**config.mk**
```make
export PLATFORM = sky130hd
export DESIGN_NAME = expmul_row_sched
export DESIGN_NICKNAME = d
export VERILOG_FILES = /design/src/rtl/expmul_row_sched.sv
export SDC_FILE = /design/constraint.sdc
export NUM_CORES = 1
export LEC_CHECK = 0
export CAP_MARGIN = 20
export CORE_AREA = 4 4 275 277
export DETAILED_ROUTE_END_ITERATION = 8
export DIE_AREA = 0 0 279 281
export PLACE_DENSITY = 0.58
export SLEW_MARGIN = 20
export SYNTH_ARGS = -nofsm -noshare
export SYNTH_HDL_FRONTEND = slang
export SYNTH_SLANG_ARGS = --single-unit
```
**constraint.sdc**
```tcl
create_clock -name clk -period 13.95 [get_ports clk]
set_input_delay 2.0925 -clock clk [delete_from_list [all_inputs] [get_ports clk]]
set_output_delay 2.0925 -clock clk [all_outputs]
set_load 0.01 [all_outputs]
```
**src/rtl/expmul_row_sched.sv**
```systemverilog
// Per-query-row scheduler: tracks the running max, issues one expmul transaction
// per key and accumulates o_star lane-wise with saturation until the row's last key.
//
// state | meaning
// IDLE  | ready for the next key of the row
// ISSUE | expmul request presented, waiting for em_rdy_in
// WAIT  | request accepted, waiting for the expmul result
// EMIT  | row result presented, waiting for o_rdy_in

`ifndef MAX_EMBEDDING_DIM
`define MAX_EMBEDDING_DIM 3
`endif

module expmul_row_sched #(
   parameter int DIM = `MAX_EMBEDDING_DIM + 1,
   parameter int VW  = 27,
   parameter int SW  = 9,
   parameter int CW  = 16
) (
   input  logic              clk,
   input  logic              rst,
   input  logic              s_vld_in,
   output logic              s_rdy_out,
   input  logic [SW-1:0]     s_in,
   input  logic [DIM*VW-1:0] v_star_in,
   input  logic              last_in,
   output logic              em_vld_out,
   input  logic              em_rdy_in,
   output logic [SW-1:0]     em_m_out,
   output logic [SW-1:0]     em_m_prev_out,
   output logic [SW-1:0]     em_s_out,
   output logic [DIM*VW-1:0] em_o_star_prev_out,
   output logic [DIM*VW-1:0] em_v_star_out,
   input  logic              em_vld_in,
   output logic              em_rdy_out,
   input  logic [DIM*VW-1:0] em_exp_v_in,
   input  logic [DIM*VW-1:0] em_exp_o_in,
   output logic              o_vld_out,
   input  logic              o_rdy_in,
   output logic [DIM*VW-1:0] o_star_out,
   output logic [SW-1:0]     row_max_out,
   output logic [CW-1:0]     key_count_out
);

   typedef enum logic [1:0] {IDLE, ISSUE, WAIT, EMIT} state_t;

   state_t              state;
   logic [SW-1:0]       s_reg;
   logic [SW-1:0]       m_prev_reg;
   logic [SW-1:0]       m_new_reg;
   logic [SW-1:0]       m_reg;
   logic [DIM*VW-1:0]   v_reg;
   logic [DIM*VW-1:0]   o_reg;
   logic [DIM*VW-1:0]   o_sum;
   logic                last_reg;
   logic                first;
   logic [CW-1:0]       key_count;

   function automatic logic [VW-1:0] sat_add(input logic [VW-1:0] a, input logic [VW-1:0] b);
      logic [VW:0] sum;
      sum = {a[VW-1], a} + {b[VW-1], b};
      if (sum[VW] != sum[VW-1])
         sat_add = sum[VW] ? {1'b1, {(VW-1){1'b0}}} : {1'b0, {(VW-1){1'b1}}};
      else
         sat_add = sum[VW-1:0];
   endfunction

   always_comb begin
      o_sum = '0;
      for (int i = 0; i < DIM; i++)
         o_sum[i*VW +: VW] = sat_add(em_exp_o_in[i*VW +: VW], em_exp_v_in[i*VW +: VW]);
   end

   always_ff @(posedge clk) begin
      if (rst) begin
         state      <= IDLE;
         s_reg      <= '0;
         m_prev_reg <= '0;
         m_new_reg  <= '0;
         m_reg      <= '0;
         v_reg      <= '0;
         o_reg      <= '0;
         last_reg   <= 1'b0;
         first      <= 1'b1;
         key_count  <= '0;
      end else begin
         case (state)
            IDLE: begin
               if (s_vld_in) begin
                  s_reg    <= s_in;
                  v_reg    <= v_star_in;
                  last_reg <= last_in;
                  if (first) begin
                     m_prev_reg <= s_in;
                     m_new_reg  <= s_in;
                  end else begin
                     m_prev_reg <= m_reg;
                     // ties keep m_reg so the exp_o scale stays exactly 1.0
                     m_new_reg  <= ($signed(s_in) > $signed(m_reg)) ? s_in : m_reg;
                  end
                  if (key_count != {CW{1'b1}})
                     key_count <= key_count + 1'b1;
                  state <= ISSUE;
               end
            end
            ISSUE: begin
               if (em_rdy_in)
                  state <= WAIT;
            end
            WAIT: begin
               if (em_vld_in) begin
                  o_reg <= o_sum;
                  m_reg <= m_new_reg;
                  first <= 1'b0;
                  state <= last_reg ? EMIT : IDLE;
               end
            end
            EMIT: begin
               if (o_rdy_in) begin
                  o_reg     <= '0;
                  first     <= 1'b1;
                  key_count <= '0;
                  state     <= IDLE;
               end
            end
            default: state <= IDLE;
         endcase
      end
   end

   assign s_rdy_out          = (state == IDLE);
   assign em_vld_out         = (state == ISSUE);
   assign em_rdy_out         = (state == WAIT);
   assign o_vld_out          = (state == EMIT);
   assign em_m_out           = m_new_reg;
   assign em_m_prev_out      = m_prev_reg;
   assign em_s_out           = s_reg;
   assign em_o_star_prev_out = o_reg;
   assign em_v_star_out      = v_reg;
   assign o_star_out         = o_reg;
   assign row_max_out        = m_reg;
   assign key_count_out      = key_count;

endmodule

```
Word-level counts from Yosys, hierarchy flattened --
Index checks and enable logic that the tools add are counted.
Word-level totals: ROM bits 0, bits of input ports 340, RAM bits 0, latch bits 0, memories 0, register bits 272, word-level logic and storage cells 64
Cells by class: shift operators 0, magnitude comparators 1, equality and inequality tests 13, divide/modulo/power cells 0, multipliers 0, reduce and logical (&&, ||, !) cells 8, add/subtract/negate cells 5, bitwise gates (word level) 0, muxes and demuxes 27
Operators by type and width (count):
- $mux W108 | 2
- $mux W27 | 8
- $pmux W108 S2 | 1
- $add A27 B27 Y28 | 4
- $mux W16 | 3
- $pmux W16 S2 | 1
- $mux W9 | 3
- $add A16 B1 Y16 const B | 1
- $ne A16 B16 Y1 const B | 1
- $mux W2 | 5
- $gt A9 B9 Y1 | 1
- $pmux W2 S4 | 1
- $reduce_and A4 Y1 | 2
- $ne A2 B1 Y1 const B | 3
- $eq A2 B2 Y1 const B | 2
- $ne A1 B1 Y1 | 4
- $ne A2 B2 Y1 const B | 2
- $reduce_and A2 Y1 | 2
- $reduce_bool A2 Y1 | 2
- $reduce_and A3 Y1 | 1
- $eq A2 B1 Y1 const B | 1
- $logic_not A2 Y1 | 1
- $mux W1 | 2
- $pmux W1 S2 | 1

Logic depth before layout (Yosys ltp) --
word-level depth 5, gate-level depth with buffers 18

Worst setup path before layout --
OpenSTA, ideal clock, no wires.
path type in2reg, from input em_exp_v_in[27], to register o_reg[42], in the netlist em_o_star_prev_out[42], data arrival time 5837 ps, slack 8027 ps, setup time 86 ps, data required time 13864 ps, stages on the path 18, cell sequence ha_1 fa_1 a211oi_1 o21ai_0 a31oi_1 o21a_1 o221ai_1 a41o_1 a311o_1 a21o_1 xnor2_1 ha_1 clkbuf_1 o311a_1 a311oi_2 buf_2 a21oi_1 a211oi_1
On the way: word-level cells in the longest chain between the ends 5
RTL lines:
- start: declaration | line 36 | input logic [DIM*VW-1:0] em_exp_v_in,
- $add A27 B27 Y28 * | line 61 | sum = {a[VW-1], a} + {b[VW-1], b};
- $mux W27 / $ne A1 B1 Y1 (equally long branches) | line 63, 62
- $mux W27 * | line 62 | if (sum[VW] != sum[VW-1])
- $mux W108 * | line 111 | if (em_vld_in) begin
- $pmux W108 S2 * | line 87 | case (state)
- end signal: assignment | line 112 | o_reg <= o_sum;
- end: declaration | line 53 | logic [DIM*VW-1:0] o_reg;
Mark *: on every way between the ends. The rest lies on a longest branch, timed or not. The select of a mux whose other input is x is not followed. A chain may end at the register's enable or synchronous reset.

Worst setup path after layout --
from input em_exp_o_in[27], to register o_reg[47], in the netlist em_o_star_prev_out[47]
On the way: word-level cells in the longest chain between the ends 5
RTL lines:
- start: declaration | line 37 | input logic [DIM*VW-1:0] em_exp_o_in,
- $add A27 B27 Y28 * | line 61
- $mux W27 / $ne A1 B1 Y1 (equally long branches) | line 63, 62
- $mux W27 * | line 62
- $mux W108 * | line 111
- $pmux W108 S2 * | line 87
Marks and branches as above.

==> key figures <==
Finish
  – Most frequent cells in the layout: clkdlybuf4s50_1 (718), nand2_1 (422), dfxtp_1 (272), a21oi_1 (254), nor2_1 (149)
  – Leading cell type in the layout, fill and taps excluded: clkdlybuf4s50_1
  – Syn-to-layout area delta: 52.4%
  – Number of nets in the finished design: 3,100
  – Fraction of layout cells with a size suffix above 1: 0.0347
  – Count of placed standard cells in the final layout, fillers left out: 3,618
  – Filler instances: 7,782
  – Multi-input gate area in the final layout: 9310 µm²
  – Seq. cell area: 5450 µm²

Route
  – Post-detailed-route wirelength per cell: 18.5 µm
  – Count of vias placed by the detailed router: 16,500
  – First drt pass iteration count: 5
  – DRC Markers: 0
  – Count of routing violations after the opening detailed-route iteration: 852
  – Via-per-instance ratio: 4.57
  – Antenna violation net count after detailed routing: 0
  – Routed wire length: 67.1 mm

Worst setup path
  – Nature of the critical path startpoint: primary input
  – Register-to-register setup slack: 10,860 ps
  – Required time of the critical path: 14,420 ps
  – Crit path max-delay cell type: a311oi_4
  – Launching element of the worst setup path: em_exp_o_in[27]
  – Critical R2R Launch: state[1]
  – Worst Path Max Fanout: 28
  – Critical Path End Type: flip-flop
  – Slowest stage delay, CP: 690 ps
  – Category of the most critical setup path: in2reg
  – Worst Path Arrival: 7540 ps
  – Critical path, cell by cell: clkdlybuf4s50_1 -> ha_1 -> fa_1 -> a211oi_1 -> o21ai_0 -> a31oi_1 -> o21a_1 -> o221ai_1 -> a41o_1 -> a311o_1 -> a21o_1 -> xnor2_1 -> ha_1 -> o311a_1 -> a311oi_4 -> nand2b_1 -> o21ai_0

Die
  – Starting utilization of the core area: 0.221
  – Std-Cell Rows: 99
  – I/O Pins: 720
  – Core area: 72,800 µm²
  – Chip width: 279 µm
  – Chip Height: 281 µm
  – Die Footprint: 78,400 µm²

Place
  – Pre-CTS setup slack: 6340 ps
  – Quantity of I/O buffers inserted on ports: 719
  – Routability Congestion: 0.909
  – HPWL after detailed placement: 53.5 mm
  – Placed cells: 3,555

STA
  – Fmax: 141 MHz
  – Setup violators final: 0
  – Max Clock Skew: 25.6 ps
  – Minimum clock period after layout: 7080 ps
  – Worst setup slack after layout: 6870 ps
  – Part of the cycle the worst path needs: 0.507
  – Max-slew violation count: 0
  – Number of hold violations in the final report: 0
  – Hold slack: 452 ps
  – Worst slew pin tran: 1090 ps
  – Sum Neg Setup Slack: 0 ps
  – Unrepaired setup endpoints after global routing: no
  – Worst slew margin: 0.274

Logic synthesis
  – Most instantiated flip-flop cell in the synthesis netlist: dfxtp_1
  – Proportion of netlist area held by the largest area contributor: 0.339
  – Top cells by area in the synthesized netlist: dfxtp_1 (34%), nand2_1 (9.9%), ha_1 (9.7%)
  – Synthesized area: 16,100 µm²
  – Share of synthesized registers carrying an async set or reset: 0
  – Mapped Avg Cell Area: 7.74 µm²
  – Number of warnings printed during yosys synthesis: 0
  – Synthesis-stage register bit count: 272
  – Number of synthesized flops with an enable pin: 0
  – Cell type with the highest aggregate area in the netlist: dfxtp_1
  – Yosys cell types: 73
  – Gate count after technology mapping: 2,076
  – Syn Nets: 2,544
  – Proportion of synthesized chip area in sequential cells: 0.339

Clock tree
  – TritonCTS clock tree: yes
  – Maximum count of clock buffers along a single path: 3
  – Count of clock tree sinks: 272
  – Count of cells resized by post-cts repair: 0
  – Number of buffers created by CTS: 34
  – Depth of the CTS H-tree: 2
  – Clock tree root buffer cell: clkbuf_16
  – Hold buffer count at CTS: 0
  – Worst-Skew Late Latency: 550 ps
  – Clock transition at the registers of the reported paths: 60 ps
  – Post-CTS setup buffer count: 0

GRT
  – Number of global-route vias before repair: 16,100
  – Overflow after GRT: 0
  – Total routing resource utilization after global routing: 0.161
  – Maximum number of pins on one net before global-route repair: 95
  – Wire length of the first global-routing pass: 99.0 mm
  – Initial antenna violation count: 12

Pwr
  – Combinational fraction of design power: 0.286
  – Switch share: 0.315
  – Leakage dissipation: 9.24 nW
  – Net switching power figure: 0.756 mW
  – Clock power share: 0.360
  – Internal: 1.65 mW
  – Worst voltage drop across the vdd grid: 0.0000842 V
  – Power share of the sequential group: 0.354
  – Total power per unit cell area: 98.1 nW/µm²
  – Power, Total: 2.40 mW

Job
  – Max-cap check violation count: 0

Run status
  – Result of the run: finished, final reports clean

Worst hold path
  – Hold path startpoint: em_v_star_out[78]
  – Type of the most critical hold path: reg2reg
[per-stage QoR]
| step | util | cell area (µm²) |
|---|---|---|
| floorplan | - | 16100 |
| global placement | 0.321 | 23400 |
| detailed placement | 0.321 | 23400 |
| CTS | 0.336 | 24500 |
| global route | 0.336 | 24500 |
| finish | 0.336 | 24500 |
[worst max-delay path: cells and delay by family]
kind,cells,cell delay [ps]
AOI/OAI and AO/OA,11,3280
adders and majority gates,3,1300
buffers and inverters,1,450
and+or+nand+nor,1,270
xor gates and xnor gates,1,130
[per-layer routing]
metal | wire length [µm] | GRT usage | vias to the layer above
met5 | 76 | 0 | -
met4 | 2010 | 0.0506 | 12
met3 | 4600 | 0.0393 | 100
met2 | 32000 | 0.277 | 589
met1 | 28400 | 0.199 | 7627
li1 | - | - | 8219
[synth_stat cells, types with 8 or more instances]
cell       number
ha_1          124
clkbuf_1       82
nand4_1        14
a21oi_1       255
nor2b_1         8
nand2b_1       15
dfxtp_1       272
a31oi_1        13
mux2i_1        19
o21ai_0       140
buf_2           8
nor2_1        149
o21bai_1       13
or3_1          15
inv_1          42
buf_4         109
a2111oi_0       8
nand3_1        20
a21o_1         34
o21a_1         20
o21ai_1        16
xnor2_1        62
nor3_1         26
nand2_1       423
o211ai_1       11
buf_1           8
xor2_1         35
a211oi_1       31
[final timing paths]
path                            endpoint  cells past startpoint
setup / recovery  em_o_star_prev_out[47]                     17
hold / removal         em_v_star_out[78]                      2
setup reg to reg  em_o_star_prev_out[21]                     11
hold reg to reg        em_v_star_out[78]                      2
[power by group through the flow]
stage / registers (mW) / logic (mW) / clock network [mW]
after global routing: 0.856 / 0.757 / 0.925
after global placement: 0.867 / 0.687 / 0
final: 0.851 / 0.686 / 0.865
after floorplan: 0.878 / 0.369 / 0
after CTS: 0.851 / 0.691 / 0.900
after detailed placement: 0.868 / 0.687 / 0
[cell families (layout without fill, tap and decap cells)]
kind of cell	Yosys count	after routing	synth area share
mux	22	22	0.0146
simple gates	699	699	0.181
compound gates	606	606	0.226
other cells	0	4	0
xor+xnor	97	97	0.0529
flops	272	272	0.339
buf+inv	252	831	0.0852
fa+ha+maj	128	128	0.102
[cell type report]
cell class	count	area share
antenna	4	0.000409
clock buffer	49	0.0399
clock inverter	10	0.00404
inverter	42	0.00644
multi-input combinational	1552	0.380
sequential	272	0.222
tap	959	0.0490
timing repair buffer	730	0.297
Note: power is estimated with default switching activity, not from simulation.
